<file path="src/rtl/tec_busoff_pkg.sv">
`default_nettype none
// ============================================================================
//  Module  : tec_busoff_pkg
//  Brief   : Shared state encoding and thresholds for the TEC / bus-off block.
//  Revision: 1.0
// ============================================================================
package tec_busoff_pkg;

   typedef enum logic [1:0] {
      ST_NORMAL         = 2'b00,
      ST_BUSOFF_WAIT    = 2'b01,
      ST_BUSOFF_RECOVER = 2'b10
   } tec_state_t;

   localparam logic [8:0] c_TH_WARN    = 9'd96;
   localparam logic [8:0] c_TH_PASSIVE = 9'd128;
   localparam logic [8:0] c_TH_BUSOFF  = 9'd256;
   localparam logic [8:0] c_INC_STEP   = 9'd8;

endpackage : tec_busoff_pkg
`default_nettype wire

</file>
<file path="src/rtl/tec_busoff_seq_cnt.sv">
`default_nettype none
// ============================================================================
//  Module  : busoff_seq_cnt
//  Brief   : Counts runs of RUN_LEN recessive bits; flags the SEQ_LEN-th run.
//  Revision: 1.0
// ============================================================================
module busoff_seq_cnt #(
   parameter int RUN_LEN = 11,
   parameter int SEQ_LEN = 128
) (
   input  logic clock,
   input  logic i_enable,
   input  logic i_clear,
   input  logic i_bit_tick,
   input  logic i_rx_bit,
   output logic o_done
);

   logic [3:0] r_run;
   logic [7:0] r_seq;
   logic       w_step;
   logic       w_run_full;
   logic       w_seq_last;

   assign w_step     = i_enable & i_bit_tick;
   assign w_run_full = (r_run == 4'(RUN_LEN - 1));
   assign w_seq_last = (r_seq == 8'(SEQ_LEN - 1));
   assign o_done     = w_step & i_rx_bit & w_run_full & w_seq_last;

   always_ff @(posedge clock) begin
      if (i_clear || o_done) begin
         r_run <= 4'd0;
         r_seq <= 8'd0;
      end else if (w_step) begin
         if (!i_rx_bit) begin
            r_run <= 4'd0;
         end else if (w_run_full) begin
            r_run <= 4'd0;
            r_seq <= r_seq + 8'd1;
         end else begin
            r_run <= r_run + 4'd1;
         end
      end
   end

endmodule : busoff_seq_cnt
`default_nettype wire

</file>
<file path="src/rtl/tec_busoff.sv">
`default_nettype none
// ============================================================================
//  Module  : tec_busoff
//  Brief   : Transmit error counter with threshold flags and bus-off recovery.
//  Revision: 1.0
// ============================================================================
module tec_busoff
   import tec_busoff_pkg::*;
#(
   parameter int RUN_LEN = 11,
   parameter int SEQ_LEN = 128
) (
   input  logic       clock,
   input  logic       reset,
   input  logic       incegttec,
   input  logic       dectec,
   input  logic       start_recover,
   input  logic       bit_tick,
   input  logic       rx_bit,
   output logic       tec_lt96,
   output logic       tec_ge96,
   output logic       tec_ge128,
   output logic       busoff,
   output logic       busoff_done,
   output logic [7:0] teccount
);

   tec_state_t r_state;
   logic [8:0] r_count;
   logic       r_mark;
   logic       r_busoff;
   logic       r_done;

   logic       w_action;
   logic       w_first;
   logic [8:0] w_inc_sum;
   logic       w_seq_enable;
   logic       w_seq_clear;
   logic       w_seq_done;

   assign w_action     = incegttec | dectec;
   assign w_first      = w_action & ~r_mark;
   // Only evaluated in NORMAL where r_count <= 255, so the sum cannot overflow 9 bits
   assign w_inc_sum    = r_count + c_INC_STEP;
   assign w_seq_enable = (r_state == ST_BUSOFF_RECOVER) & start_recover;
   assign w_seq_clear  = ~reset | ~w_seq_enable;

   busoff_seq_cnt #(
      .RUN_LEN (RUN_LEN),
      .SEQ_LEN (SEQ_LEN)
   ) u_seq_cnt (
      .clock      (clock),
      .i_enable   (w_seq_enable),
      .i_clear    (w_seq_clear),
      .i_bit_tick (bit_tick),
      .i_rx_bit   (rx_bit),
      .o_done     (w_seq_done)
   );

   always_ff @(posedge clock) begin
      if (!reset) begin
         r_state  <= ST_NORMAL;
         r_count  <= 9'd0;
         r_mark   <= 1'b0;
         r_busoff <= 1'b0;
         r_done   <= 1'b0;
      end else begin
         r_mark <= w_action;
         r_done <= 1'b0;
         case (r_state)
            ST_NORMAL: begin
               if (w_first) begin
                  if (incegttec) begin
                     if (w_inc_sum >= c_TH_BUSOFF) begin
                        r_count  <= c_TH_BUSOFF;
                        r_state  <= ST_BUSOFF_WAIT;
                        r_busoff <= 1'b1;
                     end else begin
                        r_count <= w_inc_sum;
                     end
                  end else if (r_count != 9'd0) begin
                     r_count <= r_count - 9'd1;
                  end
               end
            end
            ST_BUSOFF_WAIT: begin
               if (start_recover) r_state <= ST_BUSOFF_RECOVER;
            end
            ST_BUSOFF_RECOVER: begin
               if (!start_recover) begin
                  r_state <= ST_BUSOFF_WAIT;
               end else if (w_seq_done) begin
                  r_state  <= ST_NORMAL;
                  r_count  <= 9'd0;
                  r_busoff <= 1'b0;
                  r_done   <= 1'b1;
               end
            end
            default: begin
               r_state  <= ST_NORMAL;
               r_busoff <= 1'b0;
            end
         endcase
      end
   end

   assign tec_lt96    = (r_count < c_TH_WARN);
   assign tec_ge96    = (r_count >= c_TH_WARN);
   assign tec_ge128   = (r_count >= c_TH_PASSIVE);
   assign busoff      = r_busoff;
   assign busoff_done = r_done;
   assign teccount    = r_count[7:0];

endmodule : tec_busoff
`default_nettype wire

</file>
<file path="config.mk">
export PLATFORM = sky130hd
export DESIGN_NAME = tec_busoff
export DESIGN_NICKNAME = d
export VERILOG_FILES = /design/src/rtl/tec_busoff_pkg.sv /design/src/rtl/tec_busoff_seq_cnt.sv /design/src/rtl/tec_busoff.sv
export SDC_FILE = /design/constraint.sdc
export NUM_CORES = 1
export LEC_CHECK = 0
export CORE_MARGIN = 2
export CORE_UTILIZATION = 49
export CTS_BUF_LIST = sky130_fd_sc_hd__clkbuf_16
export DETAILED_ROUTE_END_ITERATION = 16
export PLACE_DENSITY_LB_ADDON = 0.1
export SYNTH_ARGS = -nofsm -noshare
export SYNTH_HDL_FRONTEND = slang
export SYNTH_SLANG_ARGS = --single-unit
</file>
<file path="constraint.sdc">
create_clock -name clock -period 1.75 [get_ports clock]
set_input_delay 0.35 -clock clock [delete_from_list [all_inputs] [get_ports clock]]
set_output_delay 0.35 -clock clock [all_outputs]
set_load 0.1 [all_outputs]
</file>
Yosys cells after proc, flatten, opt, wreduce, memory -nomap -nowiden
Index checks and enable logic that the tools add are counted.

word-level totals
  flip-flop bits (word level) = 26
  output and inout port bits = 13
  word-level logic and storage cells = 71

cells by class
  add/subtract/negate cells = 4
  order comparisons = 4
  equality and inequality tests = 12
  muxes and demuxes = 23
  bitwise logic cells = 12
  reductions and logical operators = 9

operators by type and width
  operator                                                            count
  2-to-1 mux 9 bit                                                    6
  case mux 9 bit (2 select lines)                                     1
  2-to-1 mux 2 bit                                                    6
  != test 2 bit (second input constant)                               5
  AND reduction 5 bit                                                 2
  adder 9 x 4 -> 9 bit (second input constant)                        1
  greater-or-equal comparator 9 x 7 -> 1 bit (second input constant)  1
  greater-or-equal comparator 9 x 8 -> 1 bit (second input constant)  1
  greater-or-equal comparator 9 bit (second input constant)           1
  < comparator 9 x 7 -> 1 bit (second input constant)                 1
  nonzero test 9 bit                                                  1
  subtractor 9 x 1 -> 9 bit (second input constant)                   1
  adder 8 x 1 -> 8 bit (second input constant)                        1
  equality test 8 x 7 -> 1 bit (second input constant)                1
  2-to-1 mux 4 bit                                                    2
  bitwise AND 1 bit                                                   6
  2-to-1 mux 1 bit                                                    6
  case mux 2 bit (3 select lines)                                     1
  AND reduction 3 bit                                                 2
  AND reduction 6 bit                                                 1
  adder 4 x 1 -> 4 bit (second input constant)                        1
  equality test 4 bit (second input constant)                         1
  NOT 1 bit                                                           4
  != test 3 x 2 -> 1 bit (second input constant)                      1
  other kinds (9)                                                     10

Depth between registers and ports, before layout
  depth in word-level cells = 9
  mapped depth = 8
  depth with buffers taken out = 7

By module
A second synthesis with hierarchy kept.

second synthesis, totals
  cell total of the unflattened synthesis = 198
  area, all modules = 1,692.9 µm²

by module, submodules not included
  module          times used  cells an instance  area each (µm²)  sequential area each (µm²)
  tec_busoff      1           131                1,084.8          280.3
  busoff_seq_cnt  1           67                 608.1            240.2

Worst setup path after synthesis
Ideal clock, no wire load.

  path kind = register to output
  start = reg r_count[7]
  end = out tec_lt96
  data arrival time = 2,247 ps
  required time = 1,400 ps
  slack = -847 ps
  stages on the path, launching flop included = 4
  buffers on the path = 0
  cells stage by stage = dfxtp_1 > or2_2 > a21o_1 > inv_1

on the way
  longest elaborated chain between the ends = 1

RTL lines
  item                         line               source
  from (decl)                  tec_busoff.sv:29   logic [8:0] r_count;
  from (signal assigned)       tec_busoff.sv:75   r_count <= c_TH_BUSOFF;
  from (signal assigned)       tec_busoff.sv:79   r_count <= w_inc_sum;
  from (signal assigned)       tec_busoff.sv:82   r_count <= r_count - 9'd1;
  < comparator 9 x 7 -> 1 bit  tec_busoff.sv:107  assign tec_lt96 = (r_count < c_TH_WARN);
  to (decl)                    tec_busoff.sv:20   output logic tec_lt96,

Every way passes these cells.

Final worst setup path
  start = reg r_count[1]
  end = reg r_count[6]

on the way
  longest elaborated chain between the ends = 6
  elaborated cells between the ends (all ways) = 11
  those cells by class = add/sub: 2; order compare: 1; eq/ne: 1; mux: 5; reduce/logical: 2

RTL lines
  item                               line              source
  adder 9 x 4 -> 9 bit               tec_busoff.sv:44  assign w_inc_sum = r_count + c_INC_STEP;
  greater-or-equal comparator 9 bit  tec_busoff.sv:74  if (w_inc_sum >= c_TH_BUSOFF) begin
  2-to-1 mux 9 bit                   tec_busoff.sv:74
  2-to-1 mux 9 bit                   tec_busoff.sv:73  if (incegttec) begin
  2-to-1 mux 9 bit                   tec_busoff.sv:72  if (w_first) begin
  case mux 9 bit (2 select lines)    tec_busoff.sv:70  case (r_state)

Several ways; a longest one is shown, not always the timed one. The select of a mux whose other input is x is not followed.
A chain may end at the register's enable or synchronous reset.

==> out/metrics.yaml <==
finalSetupViolCount: 20
detail_route.wirelength_um: 4646
filler_cell_count: 188
path_cells: "inv_2 > ha_4 > or4b_4 > nor4_4 > or3_4 > o21ai_4 > o221ai_2"
cts_root_buffer: "sky130_fd_sc_hd__clkbuf_16"
power-per-cell-area_mw_per_mm2: 1295
h-tree-depth: 1
vias: 1726
postRouteAntennaNets: 0
die_y_um: 61.31
top_level_ports: 20
placement.setup.worst_slack_ns: -0.5319
tritoncts_num_sinks: 26
synth.cell_area_mm2: 0.001609
yosys.cell_types.count: 48
grt_max_degree: 16
netlist.area_leader.share_pct: 32.35
critical_path_maximum_fanout: 5
cts-root-to-sink-buffers: 2
dpl_cell_area_mm2: 0.002243
first_pass_grt_wire_length_um: 6927
core.rowCount: 20
detailedRoute.firstIterationViolations: 109
max-slew-margin-rel_pct: 71.37
fin_total_pwr_mw: 3.324
ys_seq_elements: 26
insertedDiodeCount: 0
timing_hold_violations_final: 0
netlist_top_cells_area: "sky130_fd_sc_hd__dfxtp_1 (32%), sky130_fd_sc_hd__ha_1 (5.4%), sky130_fd_sc_hd__nor2_1 (4.9%)"
seq_area_frac_synth_pct: 32.35
top_usage_layer: "met2"
worst_voltage_drop_across_the_vdd_grid_mv: 1.395
rsz0062_at_grt: "yes"
clock-skew-final_ns: 0.004065
shortest_period_the_worst_path_allows_ns: 1.821
clkSlewWorstSetupHoldPaths_ns: 0.06
gp_routability_congestion: 0.8797
postLayoutCellArea_mm2: 0.002567
synth.yosys.warnings: 0
cp_slowest_cell: "sky130_fd_sc_hd__or4b_4"
leakage_nw: 1.012
use_met2_pct: 43.77
grt.met3_usage_pct: 3.361
timing.max_cap.violations: 0
multiInputGateArea_mm2: 0.001119
vias_per_cell: 5.734
first_pass_iters: 4
drc: 0
grt_overall_usage_pct: 24.65
numCtsBuffers: 3
dp.final_hpwl_um: 3167
grt.met1_usage_pct: 30.62
cp_data_arrival_time_ns: 2.01
synth_nets: 213
synth_area_per_cell_um2: 8.086
timing_max_transition_violations_final: 0
fp.dieW_um: 61.31
first_global_vias: 1568
layout.area.seq_um2: 533.0
cts-hold-fix-buffers: 0
post-synth-top-area-cell: "sky130_fd_sc_hd__dfxtp_1"
die_area_mm2: 0.003758
crit_path_start_kind: "flip-flop"
initial_utilization_pct: 52.28
async_reset_ff_share_pct: 0
number_of_synthesized_flops_with_an_enable_pin: 0
buffer_ports.inserted: 19
drive_gt1_share_pct: 41.63
core_mm2: 0.003078
worst_ep_required_time_ns: 1.94
fin_nets: 272
critical-path-max-stage-delay_ns: 0.47
worstSetupPathType: "reg -> reg"
failing_checks: "negative setup slack"
finalWorstSetupSlack_ns: -0.07149
clk_latency_ns: 0.26
total_overflow_reported_by_the_global_router: 0
post-route-period-util_pct: 104.1
wl_per_cell_um: 15.44
cts_tree: "yes"
run_status: "complete, but fails checks"
timing_worst_slew_pin_value_ns: 0.4250
area_growth_pct: 59.56
dominantRegCellSynth: "sky130_fd_sc_hd__dfxtp_1"
timing.hold.worst.class: "in -> reg"
critPathCaptureType: "flip-flop"
antenna_violations_before_repair: 0
synthesis.instances: 199
fmax_ghz: 0.5490
-- placed cells by master, fill, tap and decap left out, drive strengths merged, types with 3 or more instances in the layout --
cell type	synthesis	final
clkbuf	3	3
nand3b	3	3
o22ai	3	3
ha	7	7
nor3	5	5
nand2	15	15
a21oi	10	10
o221ai	3	3
or2	3	3
dfxtp	26	26
nor4	4	4
a31oi	3	3
nor2	21	21
o21ai	9	9
buf	13	64
nand3	9	9
xor2	5	5
dlygate4sd2	0	3
o31ai	5	5
inv	12	12
xnor2	4	4
nand4	6	6
-- report_power, final --
group          internal, mW  leakage [nW]  switching [mW]
Sequential            0.662         0.215          0.0641
Combinational         0.839         0.755            1.25
Clock                 0.306        0.0423           0.200
-- synth_stat cells (5+ instances only) --
cell type,instances
sky130_fd_sc_hd__a21oi_1,10
sky130_fd_sc_hd__inv_1,12
sky130_fd_sc_hd__o21ai_0,8
sky130_fd_sc_hd__nand2_1,15
sky130_fd_sc_hd__nor3_1,5
sky130_fd_sc_hd__o31ai_1,5
sky130_fd_sc_hd__dfxtp_1,26
sky130_fd_sc_hd__buf_4,8
sky130_fd_sc_hd__nor2_1,21
sky130_fd_sc_hd__xor2_1,5
sky130_fd_sc_hd__nand3_1,9
sky130_fd_sc_hd__ha_1,7
sky130_fd_sc_hd__nand4_1,6
-- cell type report --
class / count / area share (%)
Multi-Input combinational cell: 145 / 43.57
Timing Repair Buffer: 70 / 28.56
Sequential cell: 26 / 20.76
Clock buffer: 3 / 2.924
Tap cell: 44 / 2.144
Inverter: 12 / 1.901
Clock inverter: 1 / 0.1462
-- what timing repair did --
item / CTS / global route
resized for setup: 31 / 15
setup endpoints to repair: 25 / 25
setup buffers: 6 / 4
pin swaps: 18 / 8
-- per-stage QoR --
step / utilization, % / hold slack (ns) / cells / setup TNS [ns]
CTS: 80.16 / 0.4539 / 297 / -0.6827
detailed placement: 72.89 / 0.4928 / 287 / -8.904
floorplan: - / 0.4602 / 199 / -0.1165
global route: 83.41 / 0.4593 / 301 / -2.424
finish: 83.41 / 0.4549 / 301 / -0.4803
global placement: 72.89 / 0.4773 / 287 / -7.876
-- worst paths after layout --
check             depth (start not counted)                            start                         endpoint  slack (ns)
hold / removal                            2                           dectec                r_mark$_SDFF_PN0_        0.45
setup reg to reg                          7          r_count[1]$_SDFFE_PN0P_          r_count[6]$_SDFFE_PN0P_       -0.07
setup / recovery                          7          r_count[1]$_SDFFE_PN0P_          r_count[6]$_SDFFE_PN0P_       -0.07
hold reg to reg                           2  u_seq_cnt.r_run[3]$_SDFFE_PP0N_  u_seq_cnt.r_run[3]$_SDFFE_PP0N_        0.51
-- logic make-up (layout without fill, tap and decap cells) --
kind of cell	count (synthesis)	after routing	share of synthesized area [%]
multiplexers	2	2	1.244
XOR/XNOR	9	9	4.899
AND/OR/NAND/NOR	83	83	28.62
flip-flops	26	26	32.35
adder cells (fa/ha/maj)	7	7	5.443
AO/OA/AOI/OAI	44	44	18.27
buffers and inverters	28	86	9.176
-- sequential cells by signal, summed over array words and instances (netlist names) --
name and flops:
r_count 9, busoff_done 1, u_seq_cnt.r_seq 8, busoff 1
r_state 2, r_mark 1, u_seq_cnt.r_run 4
-- routing by layer --
layer / up-vias / part of all wire, % / wire [um]
li1: 825 / - / -
met3: 11 / 3.6 / 165
met4: 0 / 1.8 / 85
met1: 846 / 42 / 1929
met2: 44 / 53 / 2465
met5: - / 0 / 0
-- worst max-delay path: cells and delay by family, from the launching register on --
kind | cells | cell delay (ns)
AND/OR/NAND/NOR | 3 | 0.96
buffers and inverters | 1 | 0.07
AO/OA/AOI/OAI | 2 | 0.26
adder cells (fa/ha/maj) | 1 | 0.13
flip-flops | 1 | 0.32
Power figures use the tool's default switching activity.
